**config.mk**
```make
export PLATFORM = sky130hd
export DESIGN_NAME = shared_bus_arbiter
export DESIGN_NICKNAME = d
export VERILOG_FILES = /design/src/rtl/shared_bus_arbiter.sv
export SDC_FILE = /design/constraint.sdc
export NUM_CORES = 1
export LEC_CHECK = 0
export ABC_CLOCK_PERIOD_IN_PS = 3260
export BUFFER_PORTS_ARGS = -buffer_cell sky130_fd_sc_hd__clkbuf_2
export CELL_PAD_IN_SITES_DETAIL_PLACEMENT = 1
export CELL_PAD_IN_SITES_GLOBAL_PLACEMENT = 1
export CORE_MARGIN = 2
export CORE_UTILIZATION = 37
export CTS_BUF_LIST = sky130_fd_sc_hd__clkbuf_2 sky130_fd_sc_hd__clkbuf_4 sky130_fd_sc_hd__clkbuf_8
export DETAILED_ROUTE_END_ITERATION = 10
export PLACE_DENSITY_LB_ADDON = 0.2
export SYNTH_ARGS = -nofsm -noshare
export SYNTH_HDL_FRONTEND = slang
export SYNTH_SLANG_ARGS = --single-unit
```
**constraint.sdc**
```tcl
create_clock -name clk -period 3.26 [get_ports clk]
set_clock_uncertainty 0.15 [all_clocks]
set_input_delay 0.978 -clock clk [delete_from_list [all_inputs] [get_ports clk]]
set_output_delay 0.978 -clock clk [all_outputs]
set_load 0.05 [all_outputs]
```
**src/rtl/shared_bus_arbiter.sv**
```systemverilog
// Four-requester shared-bus arbiter: round-robin ownership with bounded bursts,
// a one-cycle turnaround between owners, and a keeper that holds the last bus value.
module shared_bus_arbiter #(
  parameter int DW        = 8,
  parameter int MAX_BURST = 8
) (
  input  logic          clk,
  input  logic          rst_n,
  input  logic [3:0]    req,
  input  logic [4*DW-1:0] wdata,
  output logic [3:0]    gnt,
  output logic [1:0]    owner,
  output logic          bus_valid,
  output logic [DW-1:0] bus_out
);

  typedef enum logic [1:0] {IDLE, OWN, TURN} state_t;

  localparam logic [3:0] LP_MAX = 4'(MAX_BURST);

  state_t               r_state, w_nxt_state;
  logic [1:0]           r_owner, w_nxt_owner, w_rr_pick, w_idx;
  logic                 w_rr_hit;
  logic [3:0]           r_cnt, w_nxt_cnt, r_gnt, w_nxt_gnt;
  logic [DW-1:0]        r_keep;
  logic [3:0][DW-1:0]   w_lane;

  generate
    for (genvar gi = 0; gi < 4; gi++) begin : g_lane
      assign w_lane[gi] = wdata[DW*gi +: DW];
    end
  endgenerate

  // Search owner+1 .. owner+4 (the last being owner itself); scanning down lets
  // the nearest set bit overwrite, so the previous owner only wins when alone.
  always_comb begin
    w_rr_pick = r_owner;
    w_rr_hit  = 1'b0;
    w_idx     = r_owner;
    for (int k = 4; k >= 1; k--) begin
      w_idx = r_owner + 2'(k);
      if (req[w_idx]) begin
        w_rr_pick = w_idx;
        w_rr_hit  = 1'b1;
      end
    end
  end

  always_comb begin
    w_nxt_state = r_state;
    w_nxt_owner = r_owner;
    w_nxt_cnt   = r_cnt;
    case (r_state)
      IDLE, TURN: begin
        if (w_rr_hit) begin
          w_nxt_state = OWN;
          w_nxt_owner = w_rr_pick;
          w_nxt_cnt   = 4'd1;
        end else begin
          w_nxt_state = IDLE;
        end
      end
      OWN: begin
        if (!req[r_owner] || (r_cnt == LP_MAX)) w_nxt_state = TURN;
        else                                   w_nxt_cnt   = r_cnt + 4'd1;
      end
      default: w_nxt_state = IDLE;
    endcase
    w_nxt_gnt = (w_nxt_state == OWN) ? (4'b0001 << w_nxt_owner) : 4'b0000;
  end

  always_ff @(posedge clk or negedge rst_n) begin
    if (!rst_n) begin
      r_state <= IDLE;
      r_owner <= 2'd3;
      r_cnt   <= 4'd0;
      r_gnt   <= 4'b0000;
      r_keep  <= '0;
    end else begin
      r_state <= w_nxt_state;
      r_owner <= w_nxt_owner;
      r_cnt   <= w_nxt_cnt;
      r_gnt   <= w_nxt_gnt;
      if (r_state == OWN) r_keep <= w_lane[r_owner];
    end
  end

  assign gnt       = r_gnt;
  assign owner     = r_owner;
  assign bus_valid = (r_state == OWN);
  assign bus_out   = bus_valid ? w_lane[r_owner] : r_keep;

endmodule

```
==> flow_metrics.py, run 1 <==
metrics = {
    "sta": {
        "worst_slew_pin_slew_ps": 516.8,
        "hold_violations": 0,
        "hold_ws_ps": 356.0,
        "period_minus_slack_ps": 3195,
        "worst_slack_ps": 64.83,
        "max_slew_margin_pct": 65.55,
        "min_period_over_period_pct": 98.01,
        "slew_violations": 0,
        "finalSetupTns_ps": 0,
        "setup_viol": 0,
        "rsz0062_at_grt": "yes",
        "fmax_mhz": 313.0,
    },
    "clock_tree": {
        "cts_made_buffers": 3,
        "cts_max_path_buffers": 2,
        "cts_tree": "yes",
        "cts_root_buffer": "clkbuf_4",
        "cts.sinks": 20,
        "clkSlewWorstSetupHoldPaths_ps": 120,
        "postCtsHoldBufs": 0,
        "clkLatencyLatePin_ps": 310,
        "htreeDepth": 1,
    },
    "setup_path": {
        "path_class": "reg -> out",
        "worst-path-max-fanout": 10,
        "cp_data_arrival_time_ps": 2070,
        "cp-start-kind": "register",
        "crit_required_ps": 2130,
        "endpoint_kind": "output port",
    },
    "global_route": {
        "grt_max_degree": 21,
        "grt_pass1_vias": 1071,
        "gr-usage-all-layers_pct": 16.45,
        "antenna_found_initial": 0,
        "grt_first_pass_wirelength_mm": 4.457,
        "overflow": 0,
    },
    "detailed_routing": {
        "vias": 981,
        "drt-initial-drc-count": 18,
        "drc": 0,
        "dr.pass1.iters": 2,
        "antenna_left": 0,
        "wl_mm": 2.739,
        "wl_per_cell_um": 14.27,
        "via_per_inst": 5.109,
    },
    "floorplanning": {
        "die_x_um": 60.62,
        "start_util_pct": 38.85,
        "core_area_sq_um": 3053,
        "die-area_sq_um": 3675,
        "dieHeight_um": 60.62,
        "ios": 53,
        "rows": 20,
    },
    "power_and_ir_drop": {
        "vdd_drop_max_v": 0.0005585,
        "p_total_mw": 1.817,
        "power.leakage_nw": 0.7408,
        "p_per_area_nw_per_um2": 1185,
    },
    "logic_synthesis": {
        "synth.avg_cell_area_sq_um": 12.49,
        "synth_area_sq_um": 1186,
        "ys_ff_latch": 20,
        "synth.distinct_cells": 36,
        "ys_seq_area_share_pct": 42.41,
        "async_flop_share_pct": 100.0,
        "synth.net_count": 135,
        "yosysWarnings": 0,
        "ys.flop_type": "dfrtp_1",
        "synth_cells": 95,
        "synth_edf_count": 0,
    },
    "min_path": {
        "worstHoldPathType": "reg -> reg",
    },
    "place": {
        "io_buffer_count": 52,
        "gp_congestion": 0.7626,
        "placed_area_sq_um": 1470,
        "pre_cts_slack_ps": 64.51,
        "dp_cells": 188,
        "dp_hpwl_mm": 2.237,
    },
    "finish": {
        "area_delta_synth_final_pct": 29.22,
        "final_area_sq_um": 1533,
        "mostFrequentLayoutCells": "clkbuf_2, dfrtp_1, mux4_2, mux2_2",
        "fillers": 364,
        "fin_cells": 192,
        "num_antenna_cells": 0,
        "nNetsFinal": 189,
        "final_util_pct": 50.20,
        "drive_gt1_share_pct": 55.41,
        "final_common_cell": "clkbuf_2",
    },
    "status": {
        "status": "finished clean",
    },
    "flow_run": {
        "maxCapViolCount": 0,
    },
}
critical path, stage by stage, from the launching register on:
cell     delay [ps]
dfstp_4         740
mux4_2          520
mux2_2          290
buf_2           220
power by group:
group / switching, mW / total (mW) / internal [mW]
registers: 0.110 / 0.480 / 0.370
logic: 0.716 / 1.13 / 0.417
clock network: 0.0795 / 0.204 / 0.124
Yosys cell counts, types with 2 or more instances:
master / n / area (sq um)
a21oi_1: 2 / 10.01
buf_6: 3 / 33.78
dfrtp_1: 18 / 450.4
dfstp_2: 2 / 52.55
ha_1: 2 / 25.02
inv_1: 5 / 18.77
mux2_2: 8 / 90.09
mux2i_1: 4 / 40.04
mux4_2: 8 / 180.2
nand2_1: 7 / 26.28
nand2b_1: 3 / 18.77
nand3_1: 2 / 10.01
nand3b_1: 2 / 15.01
nor2_1: 2 / 7.510
nor2b_1: 3 / 18.77
nor3_1: 3 / 15.01
o21ai_1: 2 / 10.01
kinds of logic (layout without fill, tap and decap cells):
group | count (synthesis) | count (layout) | synth area share, %
multiplexers | 20 | 20 | 26.16
AND/OR/NAND/NOR | 30 | 30 | 15.09
adder cells (fa/ha/maj) | 2 | 2 | 2.109
AO/OA/AOI/OAI | 13 | 13 | 8.756
flip-flops | 20 | 20 | 42.40
buffers and inverters | 10 | 63 | 5.485
final cells by class:
class / instances / area (sq um) / area share [%]
inverters: 5 / 18.77 / 1.224
repair buffers: 54 / 281.5 / 18.37
clock inverters: 1 / 30.03 / 1.959
flip-flops and latches: 20 / 506.7 / 33.06
multi-input cells: 65 / 618.1 / 40.33
clock buffers: 3 / 22.52 / 1.469
well taps: 44 / 55.05 / 3.592
sequential cells by signal, summed over array words and instances (netlist names):
| signal | count |
|---|---|
| owner | 2 |
| r_state | 2 |
| r_cnt | 4 |
| gnt | 4 |
| r_keep | 8 |
path summary, 6_finish.rpt:
check	start	to	slack, ps	depth (start not counted)
max in group asynchronous	rst_n	owner[1]	2130	1
setup reg to reg	owner[1]	gnt[1]	1170	4
min in group asynchronous	rst_n	r_keep[4]	470	1
hold / removal	r_keep[1]	r_keep[1]	360	1
setup / recovery	owner[0]	bus_out[0]	60	3
hold reg to reg	r_keep[1]	r_keep[1]	360	1
per-layer routing:
metal / global-route usage [%] / vias up / wire length, um
met5: 0 / - / 0
met4: 6.832 / 0 / 27
met3: 3.625 / 4 / 189
li1: - / 457 / -
met1: 17.23 / 485 / 1085
met2: 31.34 / 35 / 1437
repair_timing:
action,CTS,global route
gates cloned,0,0
gates resized for setup,2,9
setup buffers,0,0
endpoints found under the setup margin,8,8
No activity file was read; power rests on OpenSTA's default activity.
==> run 2: changes to the inputs <==
ABC_AREA = 1   (was default)
ABC_CLOCK_PERIOD_IN_PS = 3900   (was 3260)
CORE_UTILIZATION = 36   (was 37)
clock period = 3.9 ns   (was 3.26 ns; I/O delays follow)
==> run 2 against run 1 <==
Effect of this change: sequential power is 23% lower; combinational power hardly changed; register-to-register slack better by 590 ps; flip-flop and latch count stayed put; critical path type unchanged; setup slack better by 440 ps; critical path depth is 2 higher; cell count is 38% higher; largest cell class unchanged; synthesized cell count is 77% higher.
==> flow_metrics.py, run 2 <==
metrics = {
    "status": {
        "status": "finished clean",
    },
    "clock_tree": {
        "cts_root_buffer": "clkbuf_4",
        "htreeDepth": 1,
        "cts.sinks": 20,
        "post-cts-setup-buffers": 0,
        "cts_resized": 0,
        "cts_tree": "yes",
        "clkSlewWorstSetupHoldPaths_ps": 120,
        "cts_made_buffers": 3,
        "cts_max_path_buffers": 2,
        "clkLatencyLatePin_ps": 300,
        "postCtsHoldBufs": 0,
    },
    "min_path": {
        "worstHoldPathType": "reg -> reg",
        "worstHoldStart": "r_keep[4]",
    },
    "setup_path": {
        "crit_start": "owner[0]",
        "worst_path_max_delay_cell": "dfstp_2",
        "endpoint_kind": "output port",
        "cp_data_arrival_time_ps": 2070,
        "max_stage_delay_ps": 710,
        "r2r-start": "r_state[0]",
        "worst-path-max-fanout": 11,
        "crit_family": "flip-flops",
        "path_class": "reg -> out",
        "path_cells": "nand2_1 -> inv_1 -> nand2_1 -> a41oi_1 -> clkbuf_2",
        "crit_required_ps": 2580,
        "worst-path-buf-inv": 2,
        "cp-start-kind": "register",
        "crit_top_cell": "nand2_1",
    },
    "flow_run": {
        "maxCapViolCount": 0,
    },
    "logic_synthesis": {
        "synth_cells": 168,
        "synth.avg_cell_area_sq_um": 7.165,
        "synthTopCellsByArea": "dfrtp_1, nand2_1, inv_1",
        "async_flop_share_pct": 100.0,
        "ys.flop_type": "dfrtp_1",
        "synth.most_common_cell": "nand2_1",
        "synth.net_count": 208,
        "synth_area_sq_um": 1204,
        "synth.distinct_cells": 19,
        "ys_ff_latch": 20,
        "synth_top_area_share_pct": 37.42,
        "synth_edf_count": 0,
        "ys_seq_area_share_pct": 41.79,
        "synth_top_area_cell": "dfrtp_1",
        "synth_common_cells": "nand2_1, dfrtp_1, inv_1, nor2_1, nand3_1",
        "yosysWarnings": 0,
    },
    "finish": {
        "num_antenna_cells": 0,
        "largest_register_ffs": 8,
        "regMostFlops": "r_keep",
        "drive_gt1_share_pct": 33.48,
        "final_area_sq_um": 1529,
        "final_common_cell": "nand2_1",
        "nNetsFinal": 262,
        "area_delta_synth_final_pct": 27.03,
        "mostFrequentLayoutCells": "nand2_1, clkbuf_2, inv_1, dfrtp_1, nor2_1",
    },
    "detailed_routing": {
        "route.met3.wl_um": 89,
        "wl_met1_mm": 1.452,
        "vias": 1267,
        "drt-initial-drc-count": 63,
        "drc": 0,
        "dr.pass1.iters": 3,
        "top_layer_used": "met4",
        "wl_per_cell_um": 13.48,
        "wl_met2_mm": 1.978,
        "wl_mm": 3.573,
        "antenna_left": 0,
        "via_per_inst": 4.781,
    },
    "sta": {
        "worst_slew_pin_slew_ps": 705.5,
        "fmax_mhz": 294.8,
        "hold_violations": 0,
        "slew_violations": 0,
        "period_minus_slack_ps": 3392,
        "rsz0062_at_grt": "no",
        "finalSetupTns_ps": 0,
        "setup_viol": 0,
        "min_period_over_period_pct": 86.97,
        "max_slew_margin_pct": 52.92,
    },
    "floorplanning": {
        "start_util_pct": 38.48,
        "rows": 20,
        "dieHeight_um": 61.82,
        "core_area_sq_um": 3128,
        "die-area_sq_um": 3822,
        "ios": 53,
        "die_x_um": 61.82,
    },
    "global_route": {
        "antenna_found_initial": 0,
        "gr-usage-all-layers_pct": 20.49,
        "grt_pass1_vias": 1366,
        "overflow": 0,
        "grt_first_pass_wirelength_mm": 5.782,
        "grt_max_degree": 21,
    },
    "place": {
        "dp_hpwl_mm": 2.931,
        "placed_area_sq_um": 1493,
        "gp_congestion": 0.8027,
        "io_buffer_count": 52,
    },
    "power_and_ir_drop": {
        "p_per_area_nw_per_um2": 1054,
        "vdd_drop_max_v": 0.0007958,
        "power.leakage_nw": 0.8855,
    },
}
-- run 2: changes by cell type after synthesis, moves of 9 or more --
| cell | before | now |
|---|---|---|
| inv_1 | 5 | 18 |
| nand2_2 | 0 | 9 |
| nor2_1 | 2 | 13 |
| nand2_1 | 7 | 64 |
-- run 2: cells by family (layout without fill, tap and decap cells) --
family / count (synthesis) / after routing / synth area share [%]
flops: 20 / 20 / 41.79
buf+inv: 26 / 79 / 9.770
compound gates: 17 / 17 / 9.460
xor+xnor: 2 / 2 / 1.456
simple gates: 101 / 101 / 35.45
fa+ha+maj: 2 / 2 / 2.079
-- run 2: cell type report --
type                       count  area [sq um]
sequential                    20         503.0
tap                           44         55.05
inverter                      23         91.34
clock buffer                   4         36.28
fill                         434          1599
timing repair buffer          52         260.3
multi-input combinational    122         583.1
-- run 2: path summary, 6_finish.rpt --
path / cells after the start / end / slack (ps)
worst max-delay path: 5 / bus_out[2] / 510
worst min-delay path: 2 / r_keep[4] / 350
worst max register to register: 6 / gnt[2] / 1760
worst min register to register: 2 / r_keep[4] / 350
max in group asynchronous: 1 / owner[0] / 2580
min in group asynchronous: 1 / gnt[1] / 660
-- run 2: report_power, final --
group	internal, mW	switching, mW	total, mW
Sequential	0.308	0.0635	0.372
Combinational	0.272	0.845	1.12
Clock	0.0569	0.0664	0.123
Total	0.637	0.975	1.61
-- run 2: per-layer routing --
metal  global-route usage, %  up-vias
met5                       0        -
met4                   6.383        0
met3                   2.899        4
met2                   38.65       18
met1                   23.74      608
li1                        -      637
-- run 2: per-stage QoR --
| step | util, % | worst slack (ps) | hold WS (ps) | power [mW] | cells |
|---|---|---|---|---|---|
| finish | 48.88 | 508.2 | 345.5 | 1.611 | 265 |
| floorplan | - | 425.9 | 377.8 | 1.258 | 168 |
| CTS | 48.88 | 496.6 | 346.1 | 1.629 | 265 |
| global placement | 47.72 | 698.0 | 310.4 | 1.455 | 261 |
| detailed placement | 47.72 | 672.5 | 316.9 | 1.506 | 261 |
| global route | 48.88 | 371.4 | 365.3 | 1.747 | 265 |
-- run 2: tightest hold or removal path, cell delays in order (launching register included) --
cell and delay [ps]:
dfrtp_1 340, nand2_1 50, nand2_1 80
==> run 3: changes to the inputs <==
==> constraint.sdc (replaced) <==
create_clock -name clk -period 3.9 [get_ports clk]
set_clock_uncertainty 0.15 [all_clocks]
set_input_delay 0.39 -clock clk [delete_from_list [all_inputs] [get_ports clk]]
set_output_delay 0.39 -clock clk [all_outputs]
set_load 0.05 [all_outputs]
==> run 3 against run 2 <==
Effect of this change: clock-buffer cell count did not move; flip-flop and latch count is the same; wire length down 4.1%; clock power hardly changed; non-clock buffer count up 1; sequential power hardly changed.
==> flow_metrics.py, run 3 (synthesis results as in run 2) <==
metrics = {
    "power_and_ir_drop": {
        "p_sw_share_pct": 60.21,
        "combinationalPowerShare_pct": 69.5,
        "p_per_area_nw_per_um2": 1042,
        "vdd_drop_max_v": 0.0006770,
        "switchingPower_mw": 0.9652,
        "internal-power_mw": 0.6378,
        "p_seq_share_pct": 23.0,
        "power.leakage_nw": 0.8897,
        "power.share.clock_pct": 7.5,
    },
    "place": {
        "dp_hpwl_mm": 2.865,
        "gp_congestion": 0.8235,
        "placed_area_sq_um": 1493,
        "io_buffer_count": 52,
    },
    "clock_tree": {
        "htreeDepth": 1,
        "cts.sinks": 20,
        "cts_max_path_buffers": 2,
        "clkLatencyLatePin_ps": 300,
        "cts_made_buffers": 3,
        "cts_tree": "yes",
        "cts_root_buffer": "clkbuf_4",
        "clkSlewWorstSetupHoldPaths_ps": 110,
        "cts_resized": 0,
    },
    "finish": {
        "drive_gt1_share_pct": 33.33,
        "final_area_sq_um": 1539,
        "largest_register_ffs": 8,
        "regMostFlops": "r_keep",
        "num_antenna_cells": 0,
        "final_common_cell": "nand2_1",
        "area_delta_synth_final_pct": 27.86,
        "fillers": 432,
        "nNetsFinal": 263,
        "mostFrequentLayoutCells": "nand2_1, clkbuf_2, inv_1, dfrtp_1, nor2_1",
    },
    "sta": {
        "max_slew_margin_pct": 52.92,
        "rsz0062_at_grt": "no",
        "slew_violations": 0,
        "finalSetupTns_ps": 0,
        "period_minus_slack_ps": 2625,
        "worst_slew_pin_slew_ps": 705.4,
        "min_period_over_period_pct": 67.30,
        "hold_violations": 0,
        "setup_viol": 0,
        "fmax_mhz": 381.0,
    },
    "setup_path": {
        "cp_data_arrival_time_ps": 2080,
        "path_class": "reg -> out",
        "endpoint_kind": "output port",
        "cp-start-kind": "register",
        "max_stage_delay_ps": 690,
        "r2r_cells": 6,
        "worst-path-max-fanout": 11,
        "reg2reg_slack_ps": 1800,
        "crit_required_ps": 3360,
        "crit_top_cell": "nand2_1",
        "worst_path_max_delay_cell": "dfstp_2",
        "path_cells": "nand2_1 -> inv_1 -> nand2_1 -> a41oi_1 -> clkbuf_2",
    },
    "floorplanning": {
        "dieHeight_um": 61.82,
        "die_x_um": 61.82,
        "die-area_sq_um": 3822,
        "start_util_pct": 38.48,
        "ios": 53,
        "core_area_sq_um": 3128,
        "rows": 20,
    },
    "detailed_routing": {
        "via_per_inst": 4.820,
        "drc": 0,
        "antenna_left": 0,
        "wl_per_cell_um": 12.88,
        "drt-initial-drc-count": 42,
        "wl_mm": 3.425,
        "vias": 1282,
        "dr.pass1.iters": 4,
    },
    "global_route": {
        "overflow": 0,
        "grt_pass1_vias": 1322,
        "grt_max_degree": 21,
        "antenna_found_initial": 0,
        "grt_first_pass_wirelength_mm": 5.444,
        "gr-usage-all-layers_pct": 19.31,
    },
    "status": {
        "status": "finished clean",
    },
    "min_path": {
        "whs_path_depth": 3,
        "worstHoldPathType": "in -> reg",
    },
    "flow_run": {
        "maxCapViolCount": 0,
    },
}
-- run 3: final timing paths --
path,from,end
max,owner[0],bus_out[0]
min,wdata[27],r_keep[3]
max reg2reg,r_state[0],gnt[2]
min reg2reg,r_keep[4],r_keep[4]
max in group asynchronous,rst_n,owner[1]
min in group asynchronous,rst_n,r_keep[6]
-- run 3: critical path: cells and delay by family, from the launching register on --
kind / cells / cell delay [ps]
compound gates: 1 / 280
buf+inv: 2 / 570
flops: 1 / 690
simple gates: 2 / 240
-- run 3: layer usage --
metal	GRT usage [%]	wire length, um	share of wire [%]
met5	0	0	0
met4	5.775	27	0.79
met3	3.934	91	2.7
met2	34.59	1883	55
met1	23.29	1422	42
-- run 3: power groups by stage --
stage / clock (mW) / combinational [mW] / sequential, mW
floorplan: 0 / 0.833 / 0.425
global placement: 0 / 1.09 / 0.371
detailed placement: 0 / 1.12 / 0.375
CTS: 0.126 / 1.13 / 0.371
global route: 0.134 / 1.22 / 0.383
finish: 0.121 / 1.11 / 0.369
-- run 3: final cells by class --
class,instances,area [sq um],area share (%)
Clock buffer,4,36.28,2.358
Multi-Input combinational cell,122,583.1,37.89
Tap cell,44,55.05,3.577
Timing Repair Buffer,53,270.3,17.56
Inverter,23,91.34,5.935
Sequential cell,20,503.0,32.68
-- run 3: timing repair --
action / in CTS / in global routing
setup buffers: 0 / 0
hold endpoints to repair: 18 / 0
hold buffers: 1 / 0
-- run 3: metrics by stage --
stage	hold WS, ps	power [mW]	worst slack, ps	instances	util, %
after floorplan	-55.59	1.258	1244	168	-
after global placement	221.5	1.457	1738	261	47.72
after detailed placement	235.3	1.498	1647	261	47.72
after CTS	229.6	1.624	1291	266	49.20
after global routing	247.2	1.740	1167	266	49.20
final	236.0	1.603	1275	266	49.20
